==> config.mk <==
export PLATFORM = sky130hd
export DESIGN_NAME = vga_scan_gen
export DESIGN_NICKNAME = d
export VERILOG_FILES = /design/src/rtl/vga_pkg.sv /design/src/rtl/vga_pix_div.sv /design/src/rtl/vga_scan_gen.sv
export SDC_FILE = /design/constraint.sdc
export NUM_CORES = 1
export LEC_CHECK = 0
export CAP_MARGIN = 20
export CELL_PAD_IN_SITES_DETAIL_PLACEMENT = 1
export CELL_PAD_IN_SITES_GLOBAL_PLACEMENT = 1
export CORE_MARGIN = 4
export CORE_UTILIZATION = 37
export CTS_CLUSTER_DIAMETER = 50
export DETAILED_ROUTE_END_ITERATION = 8
export GPL_ROUTABILITY_DRIVEN = 0
export PLACE_DENSITY = 0.83
export SYNTH_ARGS = -nofsm -noshare
export SYNTH_HDL_FRONTEND = slang
export SYNTH_SLANG_ARGS = --single-unit
==> constraint.sdc <==
create_clock -name clk -period 2.3 [get_ports clk]
set_input_delay 0.23 -clock clk [delete_from_list [all_inputs] [get_ports clk]]
set_output_delay 0.23 -clock clk [all_outputs]
set_load 0.01 [all_outputs]
==> src/rtl/vga_pkg.sv <==
// Shared screen-space package for the display path.
// Holds the 640x480@60 Hz timing constants, the derived line/frame totals,
// the signed coordinate type used by the scan generator and the pixel
// generators, and small helpers for timing arithmetic.
package vga_pkg;

  localparam int COORD_W = 11;

  typedef logic signed [COORD_W-1:0] coord_t;

  localparam int VGA_H_VISIBLE = 640;
  localparam int VGA_H_FRONT   = 16;
  localparam int VGA_H_SYNC    = 96;
  localparam int VGA_H_BACK    = 48;
  localparam int VGA_V_VISIBLE = 480;
  localparam int VGA_V_FRONT   = 10;
  localparam int VGA_V_SYNC    = 2;
  localparam int VGA_V_BACK    = 33;

  // Total period of a line or frame from its four timing segments.
  function automatic int scan_total(int visible, int front, int sync, int back);
    return visible + front + sync + back;
  endfunction

  localparam int VGA_H_TOTAL = scan_total(VGA_H_VISIBLE, VGA_H_FRONT, VGA_H_SYNC, VGA_H_BACK);
  localparam int VGA_V_TOTAL = scan_total(VGA_V_VISIBLE, VGA_V_FRONT, VGA_V_SYNC, VGA_V_BACK);

  // True when lo <= c < hi; the coordinate is sign-extended so the compare
  // stays signed and width-matched.
  function automatic logic in_span(coord_t c, int lo, int hi);
    int ci;
    ci = int'(c);
    return (ci >= lo) && (ci < hi);
  endfunction

endpackage

==> src/rtl/vga_pix_div.sv <==
// Pixel-rate clock-enable divider.
// Counts 0..CLK_DIV-1 and raises pix_en for exactly the clock in which the
// count sits at CLK_DIV-1. With CLK_DIV=1 pix_en is high every clock after
// reset.
// Ports:
//   clk    - system clock
//   rst_n  - asynchronous active-low reset
//   pix_en - one-clock pixel-advance strobe
module vga_pix_div #(
  parameter int CLK_DIV = 2
) (
  input  logic clk,
  input  logic rst_n,
  output logic pix_en
);

  localparam int DIV_W = (CLK_DIV > 1) ? $clog2(CLK_DIV) : 1;
  localparam logic [DIV_W-1:0] DIV_LAST = DIV_W'(CLK_DIV - 1);

  logic [DIV_W-1:0] div_p0;
  logic [DIV_W-1:0] div_nxt;
  logic             pix_en_p0;

  always_comb begin
    div_nxt = (div_p0 == DIV_LAST) ? '0 : div_p0 + 1'b1;
  end

  // ---- stage p0: divider count and its registered decode ----
  // pix_en is registered from the next count so it is low during reset yet
  // still lines up with the cycle in which the count equals CLK_DIV-1.
  always_ff @(posedge clk or negedge rst_n) begin
    if (!rst_n) begin
      div_p0    <= '0;
      pix_en_p0 <= 1'b0;
    end else begin
      div_p0    <= div_nxt;
      pix_en_p0 <= (div_nxt == DIV_LAST);
    end
  end

  assign pix_en = pix_en_p0;

endmodule

==> src/rtl/vga_scan_gen.sv <==
// Raster scan generator for the display path.
// Produces signed pixel coordinates x/y, hsync/vsync, the visible-area flag,
// the pixel-rate enable and a frame-start pulse. x, y, hsync, vsync,
// video_on and frame_start are registered together one clock after the
// counters move, so they always describe the same pixel.
// Optional feature macro: VGA_FRAME_CNT_EN -- when defined, frame_cnt counts
// completed frames (wrapping 255 -> 0, advancing with frame_start); when
// undefined, frame_cnt is tied to zero and no counter is built.
// Ports:
//   clk         - system clock
//   rst_n       - asynchronous active-low reset
//   pix_en      - one-clock strobe every CLK_DIV clocks (pixel advance)
//   x, y        - current column / line, signed, always non-negative
//   hsync       - horizontal sync, active level HS_POL
//   vsync       - vertical sync, active level VS_POL
//   video_on    - high inside the visible area
//   frame_start - one-clock pulse when the scan wraps to (0,0)
//   frame_cnt   - completed-frame counter (see macro above)
module vga_scan_gen
  import vga_pkg::*;
#(
  parameter int CLK_DIV   = 2,
  parameter int H_VISIBLE = VGA_H_VISIBLE,
  parameter int H_FRONT   = VGA_H_FRONT,
  parameter int H_SYNC    = VGA_H_SYNC,
  parameter int H_BACK    = VGA_H_BACK,
  parameter int V_VISIBLE = VGA_V_VISIBLE,
  parameter int V_FRONT   = VGA_V_FRONT,
  parameter int V_SYNC    = VGA_V_SYNC,
  parameter int V_BACK    = VGA_V_BACK,
  parameter bit HS_POL    = 1'b0,
  parameter bit VS_POL    = 1'b0
) (
  input  logic                      clk,
  input  logic                      rst_n,
  output logic                      pix_en,
  output logic signed [COORD_W-1:0] x,
  output logic signed [COORD_W-1:0] y,
  output logic                      hsync,
  output logic                      vsync,
  output logic                      video_on,
  output logic                      frame_start,
  output logic [7:0]                frame_cnt
);

  localparam int H_TOTAL  = scan_total(H_VISIBLE, H_FRONT, H_SYNC, H_BACK);
  localparam int V_TOTAL  = scan_total(V_VISIBLE, V_FRONT, V_SYNC, V_BACK);
  localparam int HS_START = H_VISIBLE + H_FRONT;
  localparam int HS_END   = HS_START + H_SYNC;
  localparam int VS_START = V_VISIBLE + V_FRONT;
  localparam int VS_END   = VS_START + V_SYNC;

  vga_pix_div #(
    .CLK_DIV(CLK_DIV)
  ) u_pix_div (
    .clk   (clk),
    .rst_n (rst_n),
    .pix_en(pix_en)
  );

  coord_t h_cnt_p0;
  coord_t v_cnt_p0;
  logic   h_last;
  logic   v_last;

  assign h_last = (int'(h_cnt_p0) == H_TOTAL - 1);
  assign v_last = (int'(v_cnt_p0) == V_TOTAL - 1);

  // ---- stage p0: raster counters, advanced on pix_en ----
  // Line and frame wrap happen in the same pix_en cycle, so (H_TOTAL-1,
  // V_TOTAL-1) is followed directly by (0,0).
  always_ff @(posedge clk or negedge rst_n) begin
    if (!rst_n) begin
      h_cnt_p0 <= '0;
      v_cnt_p0 <= '0;
    end else if (pix_en) begin
      if (h_last) begin
        h_cnt_p0 <= '0;
        v_cnt_p0 <= v_last ? '0 : v_cnt_p0 + coord_t'(1);
      end else begin
        h_cnt_p0 <= h_cnt_p0 + coord_t'(1);
      end
    end
  end

  coord_t x_p1;
  coord_t y_p1;
  logic   hsync_p1;
  logic   vsync_p1;
  logic   video_on_p1;
  logic   frame_start_p1;
  logic   frame_wrap;

  // The counters sit at (0,0) while the registered coordinate still shows the
  // previous pixel only in the first clock after a frame wrap. Right after
  // reset both are already (0,0), which keeps the first frame from pulsing.
  assign frame_wrap = (h_cnt_p0 == '0) && (v_cnt_p0 == '0) &&
                      !((x_p1 == '0) && (y_p1 == '0));

  // ---- stage p1: registered coordinate, sync and flag outputs ----
  always_ff @(posedge clk or negedge rst_n) begin
    if (!rst_n) begin
      x_p1           <= '0;
      y_p1           <= '0;
      hsync_p1       <= ~HS_POL;
      vsync_p1       <= ~VS_POL;
      video_on_p1    <= 1'b0;
      frame_start_p1 <= 1'b0;
    end else begin
      x_p1           <= h_cnt_p0;
      y_p1           <= v_cnt_p0;
      hsync_p1       <= in_span(h_cnt_p0, HS_START, HS_END) ? HS_POL : ~HS_POL;
      vsync_p1       <= in_span(v_cnt_p0, VS_START, VS_END) ? VS_POL : ~VS_POL;
      video_on_p1    <= in_span(h_cnt_p0, 0, H_VISIBLE) && in_span(v_cnt_p0, 0, V_VISIBLE);
      frame_start_p1 <= frame_wrap;
    end
  end

  assign x           = x_p1;
  assign y           = y_p1;
  assign hsync       = hsync_p1;
  assign vsync       = vsync_p1;
  assign video_on    = video_on_p1;
  assign frame_start = frame_start_p1;

`ifdef VGA_FRAME_CNT_EN
  logic [7:0] frame_cnt_p1;

  // Advances in the same clock that frame_start is shown.
  always_ff @(posedge clk or negedge rst_n) begin
    if (!rst_n) begin
      frame_cnt_p1 <= '0;
    end else if (frame_wrap) begin
      frame_cnt_p1 <= frame_cnt_p1 + 8'd1;
    end
  end

  assign frame_cnt = frame_cnt_p1;
`else
  assign frame_cnt = '0;
`endif

endmodule

==> qor.csv <==
stage,metric,value,unit
floorplan,die_w,83.2,µm
floorplan,die-height,83.2,µm
layout,area_delta_synth_final,21.2,%
global_route,grt_pass1_wl,7960,µm
timing,layout_min_cycle_time,2150,ps
clock_network,cts.htree.levels,2,
power_and_ir_drop,swShare,22.3,%
critical_path,cpPeakStageDelay,570,ps
global_route,grt_overflow,0,
outcome,status,"finished, final reports clean",
placed_design,placed_cell_area,2430,µm²
logic_synthesis,synthesis.area,2090,µm²
power_and_ir_drop,p_leak,0.00112,µW
critical_path,critical_path.cell_chain,or4b_4 > or3_1 > buf_4 > nor3_1 > a2bb2oi_1,
clock_network,cts_root_buf,clkbuf_8,
power_and_ir_drop,ir_worst_vdd,0.000231,V
critical_path,slowest_stage,or4b_4,
critical_path,reg2reg_from,h_cnt_p0[6],
critical_path,cp-endpoint,v_cnt_p0[9],
floorplan,core,5510,µm²
timing,fin_skew,3.95,ps
floorplan,initial_core_util,38.0,%
floorplan,pin_count,37,
critical_path,timing.critical_path.arrival,2380,ps
clock_network,worstSkewPairLatency,300,ps
timing,finalMaxSlewViolations,0,
routing,drtPass1Iterations,4,
layout,final_area,2530,µm²
critical_path,r2r_cells,5,
clock_network,clk_path_buf_depth,2,
timing,fmaxAchievable,464,MHz
job,maxCapViolations,0,
logic_synthesis,yosysWarnings,0,
critical_path,r2r_slack,150,ps
clock_network,clkSinkCount,49,
clock_network,cts_buffers,5,
routing,vias,1527,
layout,instances_no_fill,292,
layout,num-nets-final,226,
critical_path,startpoint,h_cnt_p0[6],
floorplan,dieArea,6920,µm²
layout,antenna_cells,0,
logic_synthesis,syn_inst,185,
logic_synthesis,ys_seq_elements,49,
critical_path,cp-start-kind,register,
critical_path,worstPathRequired,2520,ps
floorplan,rows,27,
placed_design,dp_hpwl,3550,µm
logic_synthesis,yosysSeqAreaShare,58.7,%
logic_synthesis,synth_cell_types,43,
timing,setup_tns,0,ps
clock_network,clk_pin_slew_worst_paths,90,ps
layout,mostFrequentLayoutCells,"dfrtp_1 (47), clkdlybuf4s50_1 (27), nor2_1 (11), nand2_1 (11), nand3_1 (10)",
critical_path,cp.depth,5,
layout,final_common_cell,dfrtp_1,
min_path,hold_start,v_cnt_p0[7],
critical_path,cp_num_buf_inv,1,
timing,period_share,93.6,%
critical_path,crit_type,reg2reg,
power_and_ir_drop,cellInternalPower,1080,µW
global_route,antenna_found_initial,0,
routing,routedWlPerCell,16.4,µm
global_route,grt_max_degree,30,
routing,drt_iter0_markers,109,
critical_path,crit_fanout,13,
timing,slew_headroom,57.1,%
clock_network,cts_tree,built,
critical_path,worstSetupEndpointType,register,
timing,holdWs,491,ps
timing,finalHoldViolCount,0,
logic_synthesis,synth_ff_type,dfrtp_1,
timing,rsz0062_at_grt,no,
power_and_ir_drop,power_frac_comb,1.9,%
critical_path,r2r-end,v_cnt_p0[9],
placed_design,port_buffers,28,
power_and_ir_drop,clkPwrFrac,36.2,%
timing,setup-violations-final,0,
global_route,grt_pass1_vias,1565,
routing,drc,0,
routing,drt_wl_total,4790,µm
routing,ant_nets,0,
power_and_ir_drop,switchingPower,311,µW
global_route,grtUsageTotal,14.3,%
power_and_ir_drop,powerDensity,549,nW/µm²
critical_path,crit_family,simple AND/OR/NAND/NOR gates,
logic_synthesis,postSynthAreaPerCell,11.3,µm²
min_path,hold_path.class,reg2reg,
timing,tightest_slew,643,ps
placed_design,placed_cells,283,
layout,drive_gt1_share,10.5,%
logic_synthesis,synth_enable_flop_cells,0,
logic_synthesis,async_reset_ff_share,100,%
power_and_ir_drop,sequentialPowerShare,61.9,%
routing,vias_per_cell,5.23,
clock_network,post-cts-setup-buffers,0,
power_and_ir_drop,p_total,1390,µW
==> state kept, by name, summed over array words and instances (netlist names) <==
register / flops
frame_start: 1
h_cnt_p0: 11
hsync: 1
u_pix_div.div_p0: 1
v_cnt_p0: 11
video_on: 1
vsync: 1
x: 11
y: 11
==> layer usage <==
layer	vias up	global-route usage (%)	part of all wire (%)
li1	712	-	-
met1	760	17.9	44
met5	-	0	0
met2	47	24.6	50
met4	0	5.05	1.9
met3	8	2.48	3.9
==> worst min path at each step <==
| stage | cells after the start | endpoint |
|---|---|---|
| floorplan | 0 | frame_start |
| global placement | 1 | y[7] |
| detailed placement | 1 | y[6] |
| CTS | 0 | y[7] |
| global route | 0 | y[7] |
| finish | 0 | y[7] |
==> power groups by stage <==
stage	registers, µW	logic, µW	clock network, µW
6_report	861	27.1	503
5_1_grt	861	32.1	557
4_1_cts	861	28.0	518
3_5_place_dp	878	26.9	0
3_3_place_gp	878	25.5	0
2_1_floorplan	878	15.8	0
==> worst register-to-register path, stage by stage (launching register included) <==
cell and delay (ps):
dfrtp_1 460, or4b_4 570, or3_1 440, buf_4 210, nor3_1 210, a2bb2oi_1 190
==> cell families after synthesis <==
family	share of synthesized area (%)
XOR/XNOR	2.93
other	0.179
buffers and inverters	6.28
flip-flops	58.7
AND/OR/NAND/NOR	19.6
adder cells (fa/ha/maj)	2.99
AO/OA/AOI/OAI	8.73
multiplexers	0.538
==> metrics by stage <==
step           utilization, %  setup slack, ps
6_report                 46.0              147
2_1_floorplan               -              186
3_3_place_gp             44.2              275
3_5_place_dp             44.2              203
5_1_grt                  46.0             83.2
4_1_cts                  46.0              155
==> timing repair <==
action,in CTS,in global routing
hold buffers,1,0
setup endpoints to repair,0,0
hold endpoints to repair,25,0
resized for setup,0,0
==> cell type report <==
type,instances,area (µm²)
clock buffers,5,68.8
clock inverters,3,21.3
repair buffers,36,338
fillers,609,2970
well taps,72,90.1
inverters,8,30.0
multi-input cells,119,758
flip-flops and latches,49,1230
==> synthesized netlist by cell type (3+ instances only) <==
cell	count	area [µm²]
dfrtp_1	47	1180
nand2_1	11	41.3
nor2_1	11	41.3
nand3_1	10	50.1
o21ai_0	9	45.0
buf_4	8	60.1
inv_1	8	30.0
nor4_1	8	50.1
nor3_1	6	30.0
ha_1	5	62.6
nand4_1	5	31.3
o31ai_1	5	37.5
xor2_1	5	43.8
clkbuf_1	4	15.0
and4_1	3	26.3
buf_2	3	15.0
or3_1	3	18.8
(Power assumes the default switching activity.)
